==> config.mk <==
export PLATFORM = sky130hd
export DESIGN_NAME = word2text
export DESIGN_NICKNAME = d
export VERILOG_FILES = /design/src/rtl/word2text.sv
export SDC_FILE = /design/constraint.sdc
export NUM_CORES = 1
export LEC_CHECK = 0
export ABC_AREA = 1
export BUFFER_PORTS_ARGS = -buffer_cell sky130_fd_sc_hd__buf_2
export CORE_AREA = 3 3 77 50
export CTS_CLUSTER_SIZE = 10
export DETAILED_ROUTE_END_ITERATION = 10
export DIE_AREA = 0 0 80 53
export HOLD_SLACK_MARGIN = 0.12
export MAX_ROUTING_LAYER = met4
export PLACE_DENSITY_LB_ADDON = 0.3
export SLEW_MARGIN = 20
export SYNTH_ARGS = -nofsm -noshare
export SYNTH_HDL_FRONTEND = slang
export SYNTH_SLANG_ARGS = --single-unit
==> constraint.sdc <==
create_clock -name clk -period 1.3 [get_ports clk]
set_input_delay 0 -clock clk [delete_from_list [all_inputs] [get_ports clk]]
set_output_delay 0 -clock clk [all_outputs]
set_load 0.03 [all_outputs]
==> src/rtl/word2text.sv <==
// Binary-word to ASCII hex printer: emits NIBBLES hex digits MSB first over a
// valid/ready stream, optionally followed by a line-feed terminator.
module word2text #(
  parameter int NIBBLES = 4,
  parameter bit UPPER   = 1'b1,
  parameter bit TERM    = 1'b1
) (
  input  logic                 clk,
  input  logic                 rst_n,
  input  logic                 in_valid,
  output logic                 in_ready,
  input  logic [4*NIBBLES-1:0] in_data,
  output logic                 out_valid,
  input  logic                 out_ready,
  output logic [7:0]           out_char,
  output logic                 out_last,
  output logic                 busy
);

  localparam int W  = 4 * NIBBLES;
  localparam int CW = (NIBBLES > 1) ? $clog2(NIBBLES) : 1;

  typedef enum logic [1:0] {
    IDLE  = 2'd0,
    DIGIT = 2'd1,
    TERMC = 2'd2
  } state_t;

  state_t         state;
  logic [W-1:0]   shreg;
  logic [CW-1:0]  cnt;
  logic [3:0]     next_nib;

  // Nibble that becomes visible once the current digit has been taken.
  generate
    if (NIBBLES > 1) begin : g_multi
      assign next_nib = shreg[W-5 -: 4];
    end else begin : g_single
      assign next_nib = 4'h0;
    end
  endgenerate

  function automatic logic [7:0] enc(input logic [3:0] n);
    if (n < 4'd10) begin
      return 8'h30 + {4'h0, n};
    end
    return (UPPER ? 8'h41 : 8'h61) + {4'h0, n} - 8'h0a;
  endfunction

  // All outputs are registered so out_char/out_last never see in_data directly.
  always_ff @(posedge clk or negedge rst_n) begin
    if (!rst_n) begin
      state     <= IDLE;
      shreg     <= '0;
      cnt       <= '0;
      out_valid <= 1'b0;
      out_char  <= 8'h00;
      out_last  <= 1'b0;
      busy      <= 1'b0;
      in_ready  <= 1'b1;
    end else begin
      case (state)
        IDLE: begin
          if (in_valid) begin
            state     <= DIGIT;
            shreg     <= in_data;
            cnt       <= CW'(NIBBLES - 1);
            out_valid <= 1'b1;
            out_char  <= enc(in_data[W-1 -: 4]);
            out_last  <= (TERM == 1'b0) && (NIBBLES == 1);
            busy      <= 1'b1;
            in_ready  <= 1'b0;
          end
        end

        DIGIT: begin
          if (out_ready) begin
            shreg <= shreg << 4;
            if (cnt == '0) begin
              if (TERM) begin
                state    <= TERMC;
                out_char <= 8'h0a;
                out_last <= 1'b1;
              end else begin
                state     <= IDLE;
                out_valid <= 1'b0;
                out_char  <= 8'h00;
                out_last  <= 1'b0;
                busy      <= 1'b0;
                in_ready  <= 1'b1;
              end
            end else begin
              cnt      <= cnt - CW'(1);
              out_char <= enc(next_nib);
              out_last <= (TERM == 1'b0) && (cnt == CW'(1));
            end
          end
        end

        TERMC: begin
          if (out_ready) begin
            state     <= IDLE;
            out_valid <= 1'b0;
            out_char  <= 8'h00;
            out_last  <= 1'b0;
            busy      <= 1'b0;
            in_ready  <= 1'b1;
          end
        end

        default: begin
          state     <= IDLE;
          out_valid <= 1'b0;
          out_char  <= 8'h00;
          out_last  <= 1'b0;
          busy      <= 1'b0;
          in_ready  <= 1'b1;
        end
      endcase
    end
  end

endmodule

==> impl_metrics.sql, run 1 <==
INSERT INTO impl_metrics (metric_group, metric, value, unit) VALUES
('placement', 'port-buffer-count', '30', ''),
('finish', 'fin_area', '1980', 'sq um'),
('floorplan', 'core-area', '3200', 'sq um'),
('drt', 'drt-pass1-iter-count', '4', ''),
('logic_synthesis', 'synthTopCellsByArea', 'sky130_fd_sc_hd__dfrtp_1, sky130_fd_sc_hd__nand2_1, sky130_fd_sc_hd__inv_1', ''),
('drt', 'drt_first_iter_violations', '88', ''),
('outcome', 'run_status', 'finished clean', ''),
('logic_synthesis', 'avgSynthCellArea', '7.53', 'sq um'),
('clock_network', 'cts.root.buffer_cell', 'sky130_fd_sc_hd__clkbuf_8', ''),
('drt', 'drt-total-wl', '3.40', 'mm'),
('clock_network', 'clk_pin_slew', '0.08', 'ns'),
('finish', 'layout.cells.most_common', 'sky130_fd_sc_hd__nand2_1', ''),
('setup_path', 'setup.worst_path.end_class', 'flop', ''),
('finish', 'layout_cell_share_with_drive_strength_beyond_1', '28.0', '%'),
('floorplan', 'die_area', '4240', 'sq um'),
('logic_synthesis', 'total_number_of_yosys_warnings', '0', ''),
('timing', 'timing.slew.headroom', '59.8', '%'),
('finish', 'antenna-diode-count', '0', ''),
('placement', 'gp_congestion', '0.882', ''),
('worst_hold_path', 'hp-class', 'input pin to flop', ''),
('logic_synthesis', 'synth_xor_area_share', '0', '%'),
('clock_network', 'cts_tree', 'done', ''),
('logic_synthesis', 'synth_compound_gate_area_share', '13.1', '%'),
('floorplan', 'floorplan.rows', '16', ''),
('floorplan', 'fp.dieH', '53', 'um'),
('logic_synthesis', 'post_synth_fa_ha_maj_area_fraction', '2.62', '%'),
('global_routing', 'grt_max_degree', '27', ''),
('clock_network', 'cts_inserted_buffers', '3', ''),
('clock_network', 'clkSinkCount', '26', ''),
('global_routing', 'grt_first_pass_wirelength', '5.60', 'mm'),
('timing', 'fin_hold_ws', '0.135', 'ns'),
('pwr', 'peakVddDrop', '0.00109', 'V'),
('logic_synthesis', 'synth_top_family_by_area', 'simple AND/OR/NAND/NOR gates', ''),
('setup_path', 'cp_max_fo', '13', ''),
('global_routing', 'grt.total_usage', '17.9', '%'),
('clock_network', 'clock_insertion_delay_worst_skew', '0.27', 'ns'),
('logic_synthesis', 'synth.cell_area', '1430', 'sq um'),
('timing', 'slew_at_the_pin_closest_to_its_max_slew_limit', '0.604', 'ns'),
('setup_path', 'timing.critical_path.from_type', 'flop', ''),
('finish', 'num-nets-final', '274', ''),
('drt', 'num_vias', '1395', ''),
('timing', 'finalClockSkew', '0.00476', 'ns'),
('logic_synthesis', 'leading_area_contributor_after_synthesis', 'sky130_fd_sc_hd__dfrtp_1', ''),
('setup_path', 'reg2regPathDepth', '7', ''),
('logic_synthesis', 'yosys.area_share.simple', '27.0', '%'),
('worst_hold_path', 'worst_hold_path.num_cells', '5', ''),
('timing', 'clock.fmax', '0.807', 'GHz'),
('global_routing', 'grt_pass1_vias', '1225', ''),
('placement', 'place.detailed.instances', '273', ''),
('timing', 'finalCritPeriodShare', '95.3', '%'),
('timing', 'drv_slew', '0', ''),
('placement', 'half_perimeter_wire_length_after_placement', '2.38', 'mm'),
('logic_synthesis', 'synthMuxAreaShare', '0', '%'),
('floorplan', 'floorplan.die.width', '80', 'um'),
('drt', 'post_drt_via_cell_ratio', '4.73', ''),
('pwr', 'power_per_cell_area', '2170', 'nW/um^2'),
('global_routing', 'grt_antenna_before_repair', '0', ''),
('logic_synthesis', 'mappedNetlistNets', '213', ''),
('timing', 'final.setup.tns', '0', 'ns'),
('setup_path', 'data_required_time_at_the_worst_endpoint', '1.44', 'ns'),
('timing', 'report.final.setup_viol', '0', ''),
('global_routing', 'global_route_overflow', '0', ''),
('finish', 'mostFrequentLayoutCells', 'sky130_fd_sc_hd__nand2_1, sky130_fd_sc_hd__buf_2, sky130_fd_sc_hd__inv_1, sky130_fd_sc_hd__dfrtp_1, sky130_fd_sc_hd__nand3_1', ''),
('logic_synthesis', 'post_synth_num_cell_types', '21', ''),
('placement', 'placement.cell_area', '1700', 'sq um'),
('logic_synthesis', 'yosys.area.top_type_share', '43.7', '%'),
('setup_path', 'critical_path_arrival', '1.38', 'ns'),
('finish', 'syn2layout_area_growth', '38.0', '%'),
('job', 'maxCapViolCount', '0', ''),
('timing', 'finalHoldViolCount', '0', ''),
('logic_synthesis', 'synth_seq_area_share', '45.5', '%');
flip-flops by register name, summed over array words and instances (netlist names):
name      count
out_last      1
busy          1
shreg        12
in_ready      1
cnt           2
out_char      7
state         2
per-layer routing:
metal  up-vias  part of all wire (%)  global-route usage, %  wire length (um)
met2        35                    43                   27.1              1470
met3         4                   6.8                   4.59               230
met1       628                    49                   24.6              1670
met4         0                  0.79                   3.37                27
met5         -                     0                      -                 0
li1        728                     -                      -                 -
logic make-up after synthesis:
kind of cell	Yosys count
other	1
AOI/OAI and AO/OA	33
buffers and inverters	36
and+or+nand+nor	91
adders and majority gates	3
DFF	26
path summary, 6_finish.rpt:
| path | end | slack (ns) | start |
|---|---|---|---|
| min in group asynchronous | shreg[2]$_DFFE_PN0P_ | 0.27 | rst_n |
| worst max-delay path | shreg[8]$_DFFE_PN0P_ | 0.06 | state[0]$_DFFE_PN0P_ |
| worst min register to register | out_char[5]$_DFFE_PN0P_ | 0.48 | out_char[5]$_DFFE_PN0P_ |
| max in group asynchronous | state[1]$_DFFE_PN0P_ | 0.59 | rst_n |
| worst min-delay path | out_char[1]$_DFFE_PN0P_ | 0.14 | in_data[13] |
| worst max register to register | shreg[8]$_DFFE_PN0P_ | 0.06 | state[0]$_DFFE_PN0P_ |
cell usage after synthesis:
library cell,number
sky130_fd_sc_hd__a21oi_1,4
sky130_fd_sc_hd__nand2_4,1
sky130_fd_sc_hd__nand4_1,1
sky130_fd_sc_hd__buf_6,2
sky130_fd_sc_hd__nor2_4,1
sky130_fd_sc_hd__o21a_1,1
sky130_fd_sc_hd__o211ai_1,8
sky130_fd_sc_hd__conb_1,1
sky130_fd_sc_hd__dfrtp_1,25
sky130_fd_sc_hd__nand2_2,1
sky130_fd_sc_hd__dfstp_2,1
sky130_fd_sc_hd__buf_4,3
sky130_fd_sc_hd__nor2_2,1
sky130_fd_sc_hd__ha_1,3
sky130_fd_sc_hd__nand3_1,18
sky130_fd_sc_hd__o21ai_0,14
sky130_fd_sc_hd__o21ai_1,6
sky130_fd_sc_hd__nand2_1,58
sky130_fd_sc_hd__nor2_1,10
sky130_fd_sc_hd__buf_2,2
sky130_fd_sc_hd__inv_1,29
cell type report:
cell class | instances | area, sq um | share of cell area [%]
inverters | 29 | 109 | 5.51
clock buffers | 4 | 45.0 | 2.28
well taps | 45 | 56.3 | 2.85
multi-input cells | 128 | 662 | 33.5
flip-flops and latches | 26 | 653 | 33.1
repair buffers | 63 | 450 | 22.8
power breakdown:
part	total, mW	switching (mW)	leakage, nW	internal, mW
Sequential	1.35	0.182	0.326	1.17
Combinational	2.47	1.50	0.713	0.966
Clock	0.464	0.245	0.0228	0.219
what timing repair did:
item | in CTS | in global routing
endpoints found under the hold margin | 40 | 0
endpoints found under the setup margin | 5 | 19
gates resized for setup | 2 | 21
pin swaps | 1 | 2
buffers inserted | 1 | 2
hold buffers | 15 | 0
per-stage QoR:
step	power [mW]	utilization (%)	setup WS [ns]
after floorplan	2.91	-	0.134
after global placement	3.54	52.9	0.0208
after detailed placement	3.56	52.9	-0.00892
after CTS	4.09	59.3	0.0197
after global routing	4.70	61.7	-0.0371
final	4.28	61.7	0.0607
worst max-delay path: stages (launching register included):
cell and delay, ns:
sky130_fd_sc_hd__dfrtp_1 0.43, sky130_fd_sc_hd__inv_2 0.07, sky130_fd_sc_hd__nor2_4 0.10, sky130_fd_sc_hd__buf_6 0.13, sky130_fd_sc_hd__buf_6 0.14, sky130_fd_sc_hd__nand2_1 0.06
sky130_fd_sc_hd__o211ai_1 0.08, sky130_fd_sc_hd__o21ai_0 0.11
(Power assumes the default switching activity.)
==> inputs of run 2 (changes only) <==
CELL_PAD_IN_SITES_DETAIL_PLACEMENT = 1   (was unset)
CELL_PAD_IN_SITES_GLOBAL_PLACEMENT = 2   (was unset)
CORE_AREA = 3 3 94 60   (was 3 3 77 50)
DIE_AREA = 0 0 97 63   (was 0 0 80 53)
==> run 2 against run 1 <==
  * Sequential share of layout area down 2.7 points
  * Clock skew down 0.00053 ns
  * First-iteration DRC count down 17%
  * Fmax down 3.2%
  * Core utilization down 18 points
  * Combinational power up 28%
  * Global-route usage down 3.9 points
  * Largest power group unchanged
  * Cell count up 8.5%
  * Via count up 2.4%
  * Hold slack better by 0.0099 ns
  * Clock-buffer cell count unchanged
  * Power up 17%
  * Largest cell class unchanged
==> impl_metrics.sql, run 2 (synthesized netlist as in run 1, its figures left out) <==
INSERT INTO impl_metrics (metric_group, metric, value, unit) VALUES
('outcome', 'run_status', 'finished clean', ''),
('finish', 'num-nets-final', '278', ''),
('clock_network', 'cts_inserted_buffers', '3', ''),
('drt', 'routedWlPerCell', '13.8', 'um'),
('pwr', 'total_leakage_power', '1.13', 'nW'),
('global_routing', 'global_route_overflow', '0', ''),
('drt', 'wl_met3', '178', 'um'),
('timing', 'clock.fmax', '0.781', 'GHz'),
('setup_path', 'cp_cell_sequence', 'inv_2 > nor2_4 > buf_12 > nand2_4 > inv_4 > nand2_2 > nor2_2 > a21oi_1', ''),
('placement', 'placement.cell_area', '1740', 'sq um'),
('drt', 'drt-pass1-iter-count', '4', ''),
('clock_network', 'cts.root.buffer_cell', 'sky130_fd_sc_hd__clkbuf_8', ''),
('worst_hold_path', 'hp-class', 'input pin to flop', ''),
('finish', 'syn2layout_area_growth', '50.0', '%'),
('finish', 'largest_register', 'shreg', ''),
('setup_path', 'timing.critical_path.from_type', 'flop', ''),
('setup_path', 'critical_path_arrival', '1.44', 'ns'),
('clock_network', 'clkSinkCount', '26', ''),
('drt', 'post_drt_via_cell_ratio', '4.47', ''),
('floorplan', 'floorplan.die.width', '97', 'um'),
('timing', 'finalHoldViolCount', '0', ''),
('finish', 'layout.cells.most_common', 'sky130_fd_sc_hd__nand2_1', ''),
('clock_network', 'cts_tree', 'done', ''),
('pwr', 'power_per_cell_area', '2330', 'nW/um^2'),
('floorplan', 'count_of_boundary_i_o_pins', '32', ''),
('floorplan', 'die_area', '6110', 'sq um'),
('timing', 'setup_repair_after_global_routing_missed_its_margin', 'true', ''),
('clock_network', 'cts-root-to-sink-buffers', '2', ''),
('clock_network', 'clk_pin_slew', '0.09', 'ns'),
('timing', 'fin_hold_ws', '0.145', 'ns'),
('finish', 'mostFrequentLayoutCells', 'sky130_fd_sc_hd__nand2_1, sky130_fd_sc_hd__buf_2, sky130_fd_sc_hd__inv_1, sky130_fd_sc_hd__dfrtp_1, sky130_fd_sc_hd__nand3_1', ''),
('drt', 'route.antenna.remaining_nets', '0', ''),
('floorplan', 'initial_utilization', '29.0', '%'),
('pwr', 'peakVddDrop', '0.000925', 'V'),
('placement', 'half_perimeter_wire_length_after_placement', '2.89', 'mm'),
('job', 'maxCapViolCount', '0', ''),
('floorplan', 'fp.dieH', '63', 'um'),
('clock_network', 'clock_insertion_delay_worst_skew', '0.27', 'ns'),
('timing', 'report.final.setup_viol', '0', ''),
('drt', 'dr.max_layer_used', 'met4', ''),
('finish', 'largest_register_ffs', '12', ''),
('timing', 'shortest_clock_period_the_worst_path_allows_after_layout', '1.28', 'ns'),
('global_routing', 'grt_antenna_before_repair', '0', ''),
('setup_path', 'cpMaxStageDelayCell', 'sky130_fd_sc_hd__dfrtp_1', ''),
('setup_path', 'cp_max_fo', '5', ''),
('global_routing', 'grt.total_usage', '14.0', '%'),
('placement', 'port-buffer-count', '30', ''),
('timing', 'finalClockSkew', '0.00423', 'ns'),
('drt', 'drt_first_iter_violations', '73', ''),
('clock_network', 'cts_max_level', '1', ''),
('drt', 'drc', '0', ''),
('global_routing', 'grt_first_pass_wirelength', '6.75', 'mm'),
('placement', 'gp_congestion', '0.790', ''),
('floorplan', 'core-area', '4930', 'sq um'),
('timing', 'finalCritPeriodShare', '98.5', '%'),
('setup_path', 'setup.worst_path.end_class', 'flop', ''),
('setup_path', 'critical-path-max-stage-delay', '0.40', 'ns'),
('finish', 'filler_cell_count', '607', ''),
('global_routing', 'grt_max_degree', '27', ''),
('finish', 'layout_cell_share_with_drive_strength_beyond_1', '29.1', '%'),
('drt', 'drt-total-wl', '4.41', 'mm'),
('drt', 'num_vias', '1429', ''),
('finish', 'reg_top3', 'shreg: 12 flops, out_char: 7 flops', ''),
('floorplan', 'floorplan.rows', '20', ''),
('timing', 'drv_slew', '0', ''),
('setup_path', 'critPathKind', 'flop to flop', ''),
('finish', 'fin_area', '2150', 'sq um'),
('global_routing', 'grt_pass1_vias', '1390', ''),
('finish', 'antenna-diode-count', '0', ''),
('setup_path', 'data_required_time_at_the_worst_endpoint', '1.46', 'ns'),
('timing', 'slew_at_the_pin_closest_to_its_max_slew_limit', '0.610', 'ns'),
('drt', 'route.layer.met1.wl', '2.41', 'mm'),
('timing', 'timing.slew.headroom', '59.3', '%'),
('drt', 'wl_met2', '1.80', 'mm');
==> run 2: changes by cell type in the layout (fill, tap and decap cells not counted), sizes merged <==
cell	before	now
buf	48	49
clkbuf	4	7
==> run 2: layer usage <==
metal  vias up  GRT usage [%]
met5         -              -
met4         0           2.10
met3         4           3.34
met2        25           18.8
met1       670           21.4
li1        730              -
==> run 2: worst max-delay path, delay by kind of cell, from the launching register on <==
kind,cells,cell delay (ns)
and+or+nand+nor,4,0.42
DFF,1,0.40
buffers and inverters,3,0.31
AOI/OAI and AO/OA,1,0.05
==> run 2: final cells by class <==
class	instances	area, sq um	area share [%]
multi-input combinational	128	672	31.3
clock buffer	4	45.0	2.10
inverter	29	111	5.19
timing repair buffer	67	584	27.2
tap	66	82.6	3.85
sequential	26	652	30.4
==> run 2: where the power goes <==
group,leakage [nW],internal (mW),switching [mW]
combinational,0.780,1.37,1.80
sequential,0.327,1.17,0.179
clock,0.0228,0.220,0.258
==> run 2: worst paths after layout <==
path	start	to	slack, ns	cells after the start
setup / recovery	state[0]$_DFFE_PN0P_	cnt[1]$_DFFE_PN0P_	0.02	8
hold reg to reg	out_char[3]$_DFFE_PN0P_	out_char[3]$_DFFE_PN0P_	0.48	2
min in group asynchronous	rst_n	shreg[5]$_DFFE_PN0P_	0.26	2
max in group asynchronous	rst_n	busy$_DFFE_PN0P_	0.63	2
hold / removal	in_data[12]	out_char[0]$_DFFE_PN0P_	0.14	6
setup reg to reg	state[0]$_DFFE_PN0P_	cnt[1]$_DFFE_PN0P_	0.02	8
==> run 2: per-stage QoR <==
stage,setup TNS (ns),setup slack [ns],power [mW],util (%),std cells
after floorplan,0,0.134,2.91,-,190
after global placement,0,0.0151,3.71,35.3,293
after detailed placement,-0.00733,-0.00733,3.75,35.3,293
after CTS,-0.00993,-0.00925,4.30,39.3,312
after global routing,-1.56,-0.110,5.47,43.6,320
final,0,0.0197,5.00,43.6,320
==> run 2: what timing repair did <==
action                                  4_1_cts  5_1_grt
hold endpoints to repair                     42        0
buffers inserted                              0        5
pin swaps                                     0       11
hold buffers                                 15        0
gates cloned                                  0        3
endpoints found under the setup margin        3       21
resized for setup                             1       30
==> inputs of run 3 (changes only) <==
CELL_PAD_IN_SITES_GLOBAL_PLACEMENT = 1   (was 2)
CORE_AREA = 3 3 84 54   (was 3 3 94 60)
DIE_AREA = 0 0 87 57   (was 0 0 97 63)
GPL_TIMING_DRIVEN = 0   (was unset)
==> run 3 against run 2 <==
  * The run now ends with setup timing left
  * Clock skew grew 0.0033 ns
  * Register-to-register slack got worse by 0.05 ns
  * First-iteration DRC count rose by 12%
  * Global-route usage rose by 4.0 points
  * Wire length is 1.7% lower
==> impl_metrics.sql, run 3 (synthesized netlist as in run 1, its figures left out) <==
INSERT INTO impl_metrics (metric_group, metric, value, unit) VALUES
('clock_network', 'clkSinkCount', '26', ''),
('drt', 'drt-total-wl', '4.33', 'mm'),
('floorplan', 'fp.dieH', '57', 'um'),
('clock_network', 'cts_inserted_buffers', '3', ''),
('clock_network', 'cts_tree', 'done', ''),
('floorplan', 'core-area', '3720', 'sq um'),
('placement', 'gp_congestion', '0.852', ''),
('floorplan', 'count_of_boundary_i_o_pins', '32', ''),
('global_routing', 'grt.total_usage', '18.0', '%'),
('drt', 'routedWlPerCell', '14.8', 'um'),
('timing', 'shortest_clock_period_the_worst_path_allows_after_layout', '1.33', 'ns'),
('pwr', 'clock_power_share', '11.0', '%'),
('setup_path', 'setup.worst_path.end_class', 'flop', ''),
('drt', 'route.antenna.remaining_nets', '0', ''),
('outcome', 'violations', 'setup timing', ''),
('timing', 'clock.fmax', '0.750', 'GHz'),
('finish', 'multi_input_comb_area', '662', 'sq um'),
('clock_network', 'clock_insertion_delay_worst_skew', '0.27', 'ns'),
('timing', 'setup_repair_after_global_routing_missed_its_margin', 'true', ''),
('floorplan', 'initial_utilization', '38.5', '%'),
('drt', 'post_drt_via_cell_ratio', '4.93', ''),
('clock_network', 'clk_pin_slew', '0.08', 'ns'),
('timing', 'timing.slew.headroom', '61.6', '%'),
('placement', 'half_perimeter_wire_length_after_placement', '2.87', 'mm'),
('pwr', 'switching_share', '47.7', '%'),
('placement', 'port-buffer-count', '30', ''),
('clock_network', 'cts.root.buffer_cell', 'sky130_fd_sc_hd__clkbuf_8', ''),
('pwr', 'total_switching_power', '2.08', 'mW'),
('global_routing', 'global_route_overflow', '0', ''),
('finish', 'layout.cells.most_common', 'sky130_fd_sc_hd__nand2_1', ''),
('timing', 'finalHoldViolCount', '0', ''),
('finish', 'fin_area', '1940', 'sq um'),
('finish', 'syn2layout_area_growth', '35.8', '%'),
('setup_path', 'data_required_time_at_the_worst_endpoint', '1.50', 'ns'),
('finish', 'antenna-diode-count', '0', ''),
('pwr', 'p_seq_share', '31.5', '%'),
('setup_path', 'reg2regPathDepth', '7', ''),
('finish', 'mostFrequentLayoutCells', 'sky130_fd_sc_hd__nand2_1, sky130_fd_sc_hd__buf_2, sky130_fd_sc_hd__inv_1, sky130_fd_sc_hd__dfrtp_1, sky130_fd_sc_hd__nand3_1', ''),
('placement', 'preCtsSetupSlack', '-0.0881', 'ns'),
('global_routing', 'grt_antenna_before_repair', '0', ''),
('pwr', 'peakVddDrop', '0.000988', 'V'),
('pwr', 'p_total', '4.37', 'mW'),
('clock_network', 'cts-root-to-sink-buffers', '2', ''),
('finish', 'largest_register_ffs', '12', ''),
('drt', 'drt-pass1-iter-count', '4', ''),
('floorplan', 'floorplan.rows', '17', ''),
('drt', 'drc', '0', ''),
('global_routing', 'grt_max_degree', '27', ''),
('timing', 'report.final.setup_viol', '1', ''),
('finish', 'largest_register', 'shreg', ''),
('job', 'maxCapViolCount', '0', ''),
('pwr', 'total_leakage_power', '1.05', 'nW'),
('timing', 'drv_slew', '0', ''),
('floorplan', 'floorplan.die.width', '87', 'um'),
('pwr', 'combinational_share_of_power', '57.5', '%'),
('global_routing', 'grt_first_pass_wirelength', '6.79', 'mm'),
('timing', 'slew_at_the_pin_closest_to_its_max_slew_limit', '0.576', 'ns'),
('finish', 'num-nets-final', '269', ''),
('timing', 'finalCritPeriodShare', '103', '%'),
('pwr', 'internal_cell_power', '2.29', 'mW'),
('finish', 'filler_cell_count', '478', ''),
('drt', 'drt_first_iter_violations', '82', ''),
('setup_path', 'timing.critical_path.from_type', 'flop', ''),
('global_routing', 'grt_pass1_vias', '1445', ''),
('timing', 'finalClockSkew', '0.00757', 'ns'),
('outcome', 'run_status', 'finished with violations', ''),
('finish', 'layout_cell_share_with_drive_strength_beyond_1', '26.5', '%'),
('setup_path', 'critical_path_arrival', '1.54', 'ns'),
('setup_path', 'cp_max_fo', '10', ''),
('pwr', 'power_per_cell_area', '2250', 'nW/um^2'),
('worst_hold_path', 'hp-class', 'input pin to flop', ''),
('drt', 'num_vias', '1439', ''),
('worst_hold_path', 'worst_hold_path.num_cells', '5', ''),
('clock_network', 'cts_max_level', '1', ''),
('timing', 'finalWorstSetupSlack', '-0.0334', 'ns'),
('setup_path', 'critPathKind', 'flop to flop', ''),
('floorplan', 'die_area', '4960', 'sq um'),
('finish', 'ff_latch_area', '654', 'sq um'),
('finish', 'reg_top3', 'shreg: 12 flops, out_char: 7 flops', ''),
('placement', 'placement.cell_area', '1640', 'sq um');
run 3: power groups by stage:
stage / logic, mW / clock network (mW) / registers (mW)
after floorplan: 1.32 / 0 / 1.60
after global routing: 2.81 / 0.522 / 1.42
after global placement: 2.13 / 0 / 1.35
after CTS: 2.29 / 0.492 / 1.36
after detailed placement: 2.17 / 0 / 1.37
final: 2.51 / 0.479 / 1.38
run 3: worst paths after layout:
path	from	to	slack [ns]
hold / removal	in_data[13]	out_char[1]$_DFFE_PN0P_	0.17
max in group asynchronous	rst_n	state[0]$_DFFE_PN0P_	0.63
min in group asynchronous	rst_n	out_char[4]$_DFFE_PN0P_	0.24
hold reg to reg	out_char[0]$_DFFE_PN0P_	out_char[0]$_DFFE_PN0P_	0.48
setup / recovery	state[0]$_DFFE_PN0P_	shreg[3]$_DFFE_PN0P_	-0.03
setup reg to reg	state[0]$_DFFE_PN0P_	shreg[3]$_DFFE_PN0P_	-0.03
run 3: metrics by stage:
step / instances / hold WS [ns] / util [%] / TNS [ns]
final: 292 / 0.166 / 52.2 / -0.0334
after global routing: 292 / 0.211 / 52.2 / -1.04
after CTS: 287 / 0.145 / 50.1 / 0
after detailed placement: 267 / 0.0378 / 44.1 / -1.19
after global placement: 267 / 0.0379 / 44.1 / -0.950
after floorplan: 190 / -0.296 / - / 0
run 3: cell type report:
class                           count  area share [%]
Inverter                           29            5.73
Clock buffer                        4            2.32
Tap cell                           47            3.02
Multi-Input combinational cell    128            34.0
Sequential cell                    26            33.7
Timing Repair Buffer               51            17.9
Buffer                              7            3.35
run 3: metal layers:
layer / global-route usage, % / wire length (um) / up-vias
met1: 24.5 / 2070 / 698
met3: 3.90 / 192 / 2
met4: 2.00 / 12 / 0
li1: - / - / 712
met2: 28.6 / 2060 / 27
met5: - / 0 / -
run 3: repair_timing:
item | 4_1_cts | 5_1_grt
endpoints found under the setup margin | 22 | 22
hold endpoints to repair | 45 | 0
hold buffers | 16 | 0
buffers inserted | 0 | 5
gates cloned | 0 | 0
pin swaps | 0 | 3
gates resized for setup | 8 | 21
run 3: critical path, cell delays in order, from the launching register on:
cell and delay (ns):
sky130_fd_sc_hd__dfrtp_2 0.42, sky130_fd_sc_hd__inv_2 0.07, sky130_fd_sc_hd__nor2_4 0.19, sky130_fd_sc_hd__nand2_2 0.11
sky130_fd_sc_hd__nand2_4 0.10, sky130_fd_sc_hd__buf_6 0.15, sky130_fd_sc_hd__nand3_1 0.13, sky130_fd_sc_hd__o21ai_2 0.09
